<file path="config.mk">
export PLATFORM = sky130hd
export DESIGN_NAME = uart_text_ctrl
export DESIGN_NICKNAME = d
export VERILOG_FILES = /design/src/rtl/uart_text_ctrl.sv
export SDC_FILE = /design/constraint.sdc
export NUM_CORES = 1
export LEC_CHECK = 0
export CAP_MARGIN = 20
export CORE_ASPECT_RATIO = 1.75
export CORE_MARGIN = 8
export CORE_UTILIZATION = 48
export DETAILED_ROUTE_END_ITERATION = 10
export GPL_ROUTABILITY_DRIVEN = 0
export HOLD_SLACK_MARGIN = 0.06
export PLACE_DENSITY = 0.86
export SLEW_MARGIN = 25
export SYNTH_ARGS = -nofsm -noshare
export SYNTH_HDL_FRONTEND = slang
export SYNTH_SLANG_ARGS = --single-unit
export TNS_END_PERCENT = 30
</file>
<file path="constraint.sdc">
create_clock -name clk -period 2.5 [get_ports clk]
set_input_delay 0.25 -clock clk [delete_from_list [all_inputs] [get_ports clk]]
set_output_delay 0.25 -clock clk [all_outputs]
set_load 0.005 [all_outputs]
</file>
<file path="src/rtl/uart_text_ctrl.sv">
// UART-to-OLED text sequencer: buffers one received byte, tracks the cursor and issues cell writes.
// Optional byte echo on tx_* ports is enabled by defining UART_TEXT_ECHO_EN.
module uart_text_ctrl #(
    parameter int         COLS   = 16,
    parameter int         ROWS   = 4,
    parameter int         ADDR_W = 6,
    parameter logic [7:0] BLANK  = 8'h20
) (
    input  logic                      clk,
    input  logic                      rst_n,
    input  logic [7:0]                rx_data,
    input  logic                      rx_valid,
    output logic                      wr_valid,
    input  logic                      wr_ready,
    output logic [ADDR_W-1:0]         wr_addr,
    output logic [7:0]                wr_char,
    output logic [$clog2(COLS)-1:0]   cursor_col,
    output logic [$clog2(ROWS)-1:0]   cursor_row,
    output logic                      busy,
    output logic                      overrun
`ifdef UART_TEXT_ECHO_EN
    ,
    output logic [7:0]                tx_data,
    output logic                      tx_valid,
    input  logic                      tx_ready
`endif
);
    localparam int COL_W = $clog2(COLS);
    localparam int ROW_W = $clog2(ROWS);
    localparam logic [COL_W-1:0]  COL_MAX   = COL_W'(COLS - 1);
    localparam logic [ROW_W-1:0]  ROW_MAX   = ROW_W'(ROWS - 1);
    localparam logic [COL_W-1:0]  COL_ONE   = COL_W'(1);
    localparam logic [ROW_W-1:0]  ROW_ONE   = ROW_W'(1);
    localparam logic [ADDR_W-1:0] ADDR_LAST = ADDR_W'(COLS * ROWS - 1);
    localparam logic [ADDR_W-1:0] ADDR_ONE  = ADDR_W'(1);

    typedef enum logic [1:0] {
        S_IDLE   = 2'd0,
        S_DECODE = 2'd1,
        S_WRITE  = 2'd2,
        S_CLEAR  = 2'd3
    } state_t;

    state_t             state_q, state_d;
    logic               hold_full_q, hold_full_d;
    logic [7:0]         hold_data_q, hold_data_d;
    logic               wr_valid_q, wr_valid_d;
    logic [ADDR_W-1:0]  wr_addr_q, wr_addr_d;
    logic [7:0]         wr_char_q, wr_char_d;
    logic [COL_W-1:0]   col_q, col_d;
    logic [ROW_W-1:0]   row_q, row_d;
    logic               advance_q, advance_d;
    logic               overrun_q, overrun_d;
    logic               hold_free_s;
    logic               leave_ok_s;
    logic               xfer_s;
    logic [ROW_W-1:0]   row_inc_s;
    logic [COL_W-1:0]   bs_col_s;
    logic [ROW_W-1:0]   bs_row_s;
`ifdef UART_TEXT_ECHO_EN
    logic               tx_valid_q, tx_valid_d;
    logic [7:0]         tx_data_q, tx_data_d;
`endif

    function automatic logic [ADDR_W-1:0] cell_addr(input logic [ROW_W-1:0] r,
                                                    input logic [COL_W-1:0] c);
        return ADDR_W'(r) * ADDR_W'(COLS) + ADDR_W'(c);
    endfunction

    // Next-state, cursor and hold-register logic.
    always_comb begin
        state_d     = state_q;
        hold_full_d = hold_full_q;
        hold_data_d = hold_data_q;
        wr_valid_d  = wr_valid_q;
        wr_addr_d   = wr_addr_q;
        wr_char_d   = wr_char_q;
        col_d       = col_q;
        row_d       = row_q;
        advance_d   = advance_q;
        overrun_d   = overrun_q;
        hold_free_s = 1'b0;
        xfer_s      = wr_valid_q && wr_ready;
        row_inc_s   = (row_q == ROW_MAX) ? {ROW_W{1'b0}} : row_q + ROW_ONE;
        bs_col_s    = (col_q == {COL_W{1'b0}}) ? COL_MAX : col_q - COL_ONE;
        bs_row_s    = (col_q == {COL_W{1'b0}}) ? row_q - ROW_ONE : row_q;
`ifdef UART_TEXT_ECHO_EN
        leave_ok_s  = !tx_valid_q || tx_ready;
        tx_valid_d  = tx_valid_q && !tx_ready;
        tx_data_d   = tx_data_q;
`else
        leave_ok_s  = 1'b1;
`endif

        case (state_q)
            S_IDLE: begin
                if (hold_full_q) begin
                    state_d = S_DECODE;
                end else begin
                    state_d = S_IDLE;
                end
            end
            S_DECODE: begin
                if (leave_ok_s) begin
                    hold_free_s = 1'b1;
`ifdef UART_TEXT_ECHO_EN
                    tx_valid_d  = 1'b1;
                    tx_data_d   = hold_data_q;
`endif
                    if (hold_data_q >= 8'h20 && hold_data_q <= 8'h7E) begin
                        wr_valid_d = 1'b1;
                        wr_addr_d  = cell_addr(row_q, col_q);
                        wr_char_d  = hold_data_q;
                        advance_d  = 1'b1;
                        state_d    = S_WRITE;
                    end else if (hold_data_q == 8'h0A || hold_data_q == 8'h0D) begin
                        col_d   = {COL_W{1'b0}};
                        row_d   = row_inc_s;
                        state_d = S_IDLE;
                    end else if (hold_data_q == 8'h08) begin
                        if (col_q == {COL_W{1'b0}} && row_q == {ROW_W{1'b0}}) begin
                            state_d = S_IDLE;
                        end else begin
                            // Backspace moves the cursor now; WRITE must not advance it again.
                            col_d      = bs_col_s;
                            row_d      = bs_row_s;
                            wr_valid_d = 1'b1;
                            wr_addr_d  = cell_addr(bs_row_s, bs_col_s);
                            wr_char_d  = BLANK;
                            advance_d  = 1'b0;
                            state_d    = S_WRITE;
                        end
                    end else if (hold_data_q == 8'h0C) begin
                        col_d      = {COL_W{1'b0}};
                        row_d      = {ROW_W{1'b0}};
                        wr_valid_d = 1'b1;
                        wr_addr_d  = {ADDR_W{1'b0}};
                        wr_char_d  = BLANK;
                        state_d    = S_CLEAR;
                    end else begin
                        state_d = S_IDLE;
                    end
                end else begin
                    state_d = S_DECODE;
                end
            end
            S_WRITE: begin
                if (xfer_s) begin
                    wr_valid_d = 1'b0;
                    state_d    = S_IDLE;
                    if (advance_q) begin
                        if (col_q == COL_MAX) begin
                            col_d = {COL_W{1'b0}};
                            row_d = row_inc_s;
                        end else begin
                            col_d = col_q + COL_ONE;
                        end
                    end else begin
                        col_d = col_q;
                    end
                end else begin
                    state_d = S_WRITE;
                end
            end
            S_CLEAR: begin
                if (xfer_s) begin
                    if (wr_addr_q == ADDR_LAST) begin
                        wr_valid_d = 1'b0;
                        overrun_d  = 1'b0;
                        state_d    = S_IDLE;
                    end else begin
                        wr_addr_d = wr_addr_q + ADDR_ONE;
                    end
                end else begin
                    state_d = S_CLEAR;
                end
            end
            default: begin
                state_d    = S_IDLE;
                wr_valid_d = 1'b0;
            end
        endcase

        // A strobe in the cycle DECODE consumes the hold is accepted; a drop here outranks clear's reset.
        if (hold_free_s) begin
            hold_full_d = 1'b0;
        end else begin
            hold_full_d = hold_full_q;
        end
        if (rx_valid) begin
            if (!hold_full_q || hold_free_s) begin
                hold_full_d = 1'b1;
                hold_data_d = rx_data;
            end else begin
                overrun_d = 1'b1;
            end
        end else begin
            hold_data_d = hold_data_q;
        end
    end

    // State and datapath registers.
    always_ff @(posedge clk or negedge rst_n) begin
        if (!rst_n) begin
            state_q     <= S_IDLE;
            hold_full_q <= 1'b0;
            hold_data_q <= 8'h00;
            wr_valid_q  <= 1'b0;
            wr_addr_q   <= {ADDR_W{1'b0}};
            wr_char_q   <= 8'h00;
            col_q       <= {COL_W{1'b0}};
            row_q       <= {ROW_W{1'b0}};
            advance_q   <= 1'b0;
            overrun_q   <= 1'b0;
        end else begin
            state_q     <= state_d;
            hold_full_q <= hold_full_d;
            hold_data_q <= hold_data_d;
            wr_valid_q  <= wr_valid_d;
            wr_addr_q   <= wr_addr_d;
            wr_char_q   <= wr_char_d;
            col_q       <= col_d;
            row_q       <= row_d;
            advance_q   <= advance_d;
            overrun_q   <= overrun_d;
        end
    end

`ifdef UART_TEXT_ECHO_EN
    // Echo holding register.
    always_ff @(posedge clk or negedge rst_n) begin
        if (!rst_n) begin
            tx_valid_q <= 1'b0;
            tx_data_q  <= 8'h00;
        end else begin
            tx_valid_q <= tx_valid_d;
            tx_data_q  <= tx_data_d;
        end
    end

    assign tx_valid = tx_valid_q;
    assign tx_data  = tx_data_q;
`endif

    assign wr_valid   = wr_valid_q;
    assign wr_addr    = wr_addr_q;
    assign wr_char    = wr_char_q;
    assign cursor_col = col_q;
    assign cursor_row = row_q;
    assign overrun    = overrun_q;
    assign busy       = (state_q != S_IDLE) || hold_full_q;
endmodule
</file>
==> results.yml <==
final_layout:
  final_cell_mix: "dfrtp_1 (34), clkdlybuf4s50_1 (34), o21ai_0 (22)"
  multiInputGateArea_sq_um: 1217
  fin_area_sq_um: 2740
  finalNonFillerCells: 326
  n_fill_cell: 366
  diodes: 0
  final_nets: 296
  area_growth_pct: 27.03
  ff_latch_area_sq_um: 850.8
  final_util: 0.6279
  layout-drive-gt1-share: 0.1745
floorplan:
  fp.dieArea_sq_um: 6980
  rows: 32
  floorplan.initialDensity: 0.4943
  die_y_um: 104.7
  pin_count: 35
  die_w_um: 66.68
  core_region_area_sq_um: 4364
synthesis:
  yosys_warnings: 0
  ys_types: 51
  synthFlopType: "dfrtp_1"
  synthTopCellsByArea: "dfrtp_1 (39%), mux2_2 (7.3%), ha_1 (5.8%)"
  synth_area_leader_cell: "dfrtp_1"
  syn-num-nets: 252
  synth-async-reset-ratio: 1.000
  synth_area_per_cell_sq_um: 9.379
  synth_seq_cells: 34
  synth_edf_count: 0
  syn_area_sq_um: 2157
  seq_area_frac_synth: 0.3944
  syn_inst: 230
  netlist.area_leader.share: 0.3944
worst_setup_path:
  worstPathMaxFanout: 6
  start_kind: "flip-flop"
  path_class: "flip-flop to flip-flop"
  worstPathRequired_ns: 2.73
  arrival_ns: 2.60
  r2r_start: "hold_data_q[4]"
  end_kind: "flip-flop"
  cp-startpoint: "hold_data_q[4]"
clock_network:
  htreeDepth: 2
  cts_root_buf: "clkbuf_8"
  cts_setup_buffers: 0
  cts.sinks: 34
  numCtsBuffers: 5
  cts_resized: 0
  ctsHoldBuffers: 0
  cts_tree: "yes"
  clk_pin_slew_ns: 0.07
  worstSkewPairLatency_ns: 0.29
  cts_max_path_buffers: 2
route:
  drc: 0
  drtPass1Iterations: 4
  drtAntennaViolNets: 0
  drtIter0Drc: 98
  vias_per_cell: 6.052
  vias: 1973
  drt-wirelength-per-cell_um: 16.78
  wl_um: 5471
power_and_ir_drop:
  power.net_switching_w: 0.0002229
  power.share.clock: 0.426
  seq_power_share: 0.544
  p_leak_nw: 1.172
  pwr_density_cell_nw_per_um2: 368.6
  switching_share: 0.2206
  internal-power_w: 0.0007872
  ir_drop_uv: 325.6
  p_comb_frac: 0.029
timing:
  whs_ns: 0.3667
  tns_ns: 0
  hold_viol_final: 0
  period_needed_ns: 2.370
  skew_ns: 0.004377
  fmax_ghz: 0.4219
  setup_viol: 0
  final.period_utilization: 0.9481
  drv_slew: 0
  worst_slew_pin_slew_ns: 0.4840
  rsz0062_at_grt: "no"
  slew_headroom: 0.6766
placed_design:
  dp_hpwl_um: 4153
  dp_cells: 318
  placed_area_sq_um: 2625
  port_buffers: 34
grt:
  overflow: 0
  grt_use_total: 0.1645
  antenna_found_initial: 0
  grt_max_degree: 35
  grt_pass1_vias: 2049
  grt_pass1_wl_um: 9356
outcome:
  outcome: "completed"
flow_run:
  maxCapViolCount: 0
min_path:
  min_path_type: "primary input to async pin"
==> per-layer routing <==
metal / track usage / vias to the layer above / part of all wire
met3: 0.03636 / 13 / 0.046
met5: 0 / - / 0
li1: - / 939 / -
met1: 0.1724 / 961 / 0.37
met2: 0.2873 / 60 / 0.56
met4: 0.08756 / 0 / 0.025
==> final timing paths <==
| check | to | slack, ns | cells past startpoint |
|---|---|---|---|
| max in group asynchronous | wr_char[6] | 1.81 | 2 |
| min in group clk | wr_char[6] | 0.51 | 1 |
| setup reg to reg | wr_addr[5] | 0.13 | 5 |
| hold reg to reg | wr_char[6] | 0.51 | 1 |
| hold / removal | cursor_col[1] | 0.37 | 2 |
| setup / recovery | wr_addr[5] | 0.13 | 5 |
==> logic make-up after synthesis <==
group | after synthesis | synth area share
adders and majority gates | 10 | 0.05800
xor gates and xnor gates | 2 | 0.008122
muxes | 16 | 0.08237
DFF | 34 | 0.3944
and+or+nand+nor | 69 | 0.1804
buffers and inverters | 28 | 0.05046
AOI/OAI and AO/OA | 71 | 0.2262
==> critical path, stage by stage (launching register included) <==
cell       delay [ns]
dfrtp_1          0.42
or4b_4           0.61
or3_1            0.43
or3_1            0.38
a2111oi_4        0.31
a221o_1          0.16
==> flip-flops by register name (all words and copies together), names as in the netlist <==
name and flops:
advance_q 1, cursor_col 4, cursor_row 2, hold_data_q 8, hold_full_q 1, overrun 1
state_q 2, wr_addr 6, wr_char 8, wr_valid 1
==> cell usage after synthesis (2+ instances only) <==
cell type and n:
a211o_1 3, a211oi_1 5, a21boi_0 2, a21oi_1 6, a22o_1 2, a31oi_1 3, and3_1 3, buf_2 2
clkbuf_1 9, dfrtp_1 34, ha_1 10, inv_1 16, mux2_2 14, mux2i_1 2, nand2_1 13, nand2b_1 4
nand3_1 7, nand4_1 4, nor2_1 12, nor2b_1 2, nor3_1 4, nor3b_1 3, o211ai_1 2, o21ai_0 22
o22ai_1 2, o31ai_1 11, or2_2 4, or3_1 5, or3b_2 2
==> cell type report <==
cell class                 count  area share
sequential                    34      0.3105
multi-input combinational    168      0.4443
tap                           51     0.02329
clock inverter                 2    0.004566
timing repair buffer          49      0.1653
clock buffer                   6     0.03014
inverter                      16     0.02192
==> per-stage QoR <==
stage | power [W] | setup slack [ns]
final | 0.001010 | 0.1298
after global routing | 0.001045 | 0.009686
after CTS | 0.001025 | 0.04438
after detailed placement | 0.0005912 | 0.06808
after global placement | 0.0005910 | 0.1373
after floorplan | 0.0005612 | 0.08088
==> power groups by stage <==
stage	Combinational (W)	Clock (W)	Sequential, W
6_report	0.0000297	0.000431	0.000550
5_1_grt	0.0000331	0.000462	0.000549
4_1_cts	0.0000308	0.000445	0.000550
3_5_place_dp	0.0000308	0	0.000560
3_3_place_gp	0.0000307	0	0.000560
2_1_floorplan	0.000000628	0	0.000561
No activity file was read; power rests on OpenSTA's default activity.
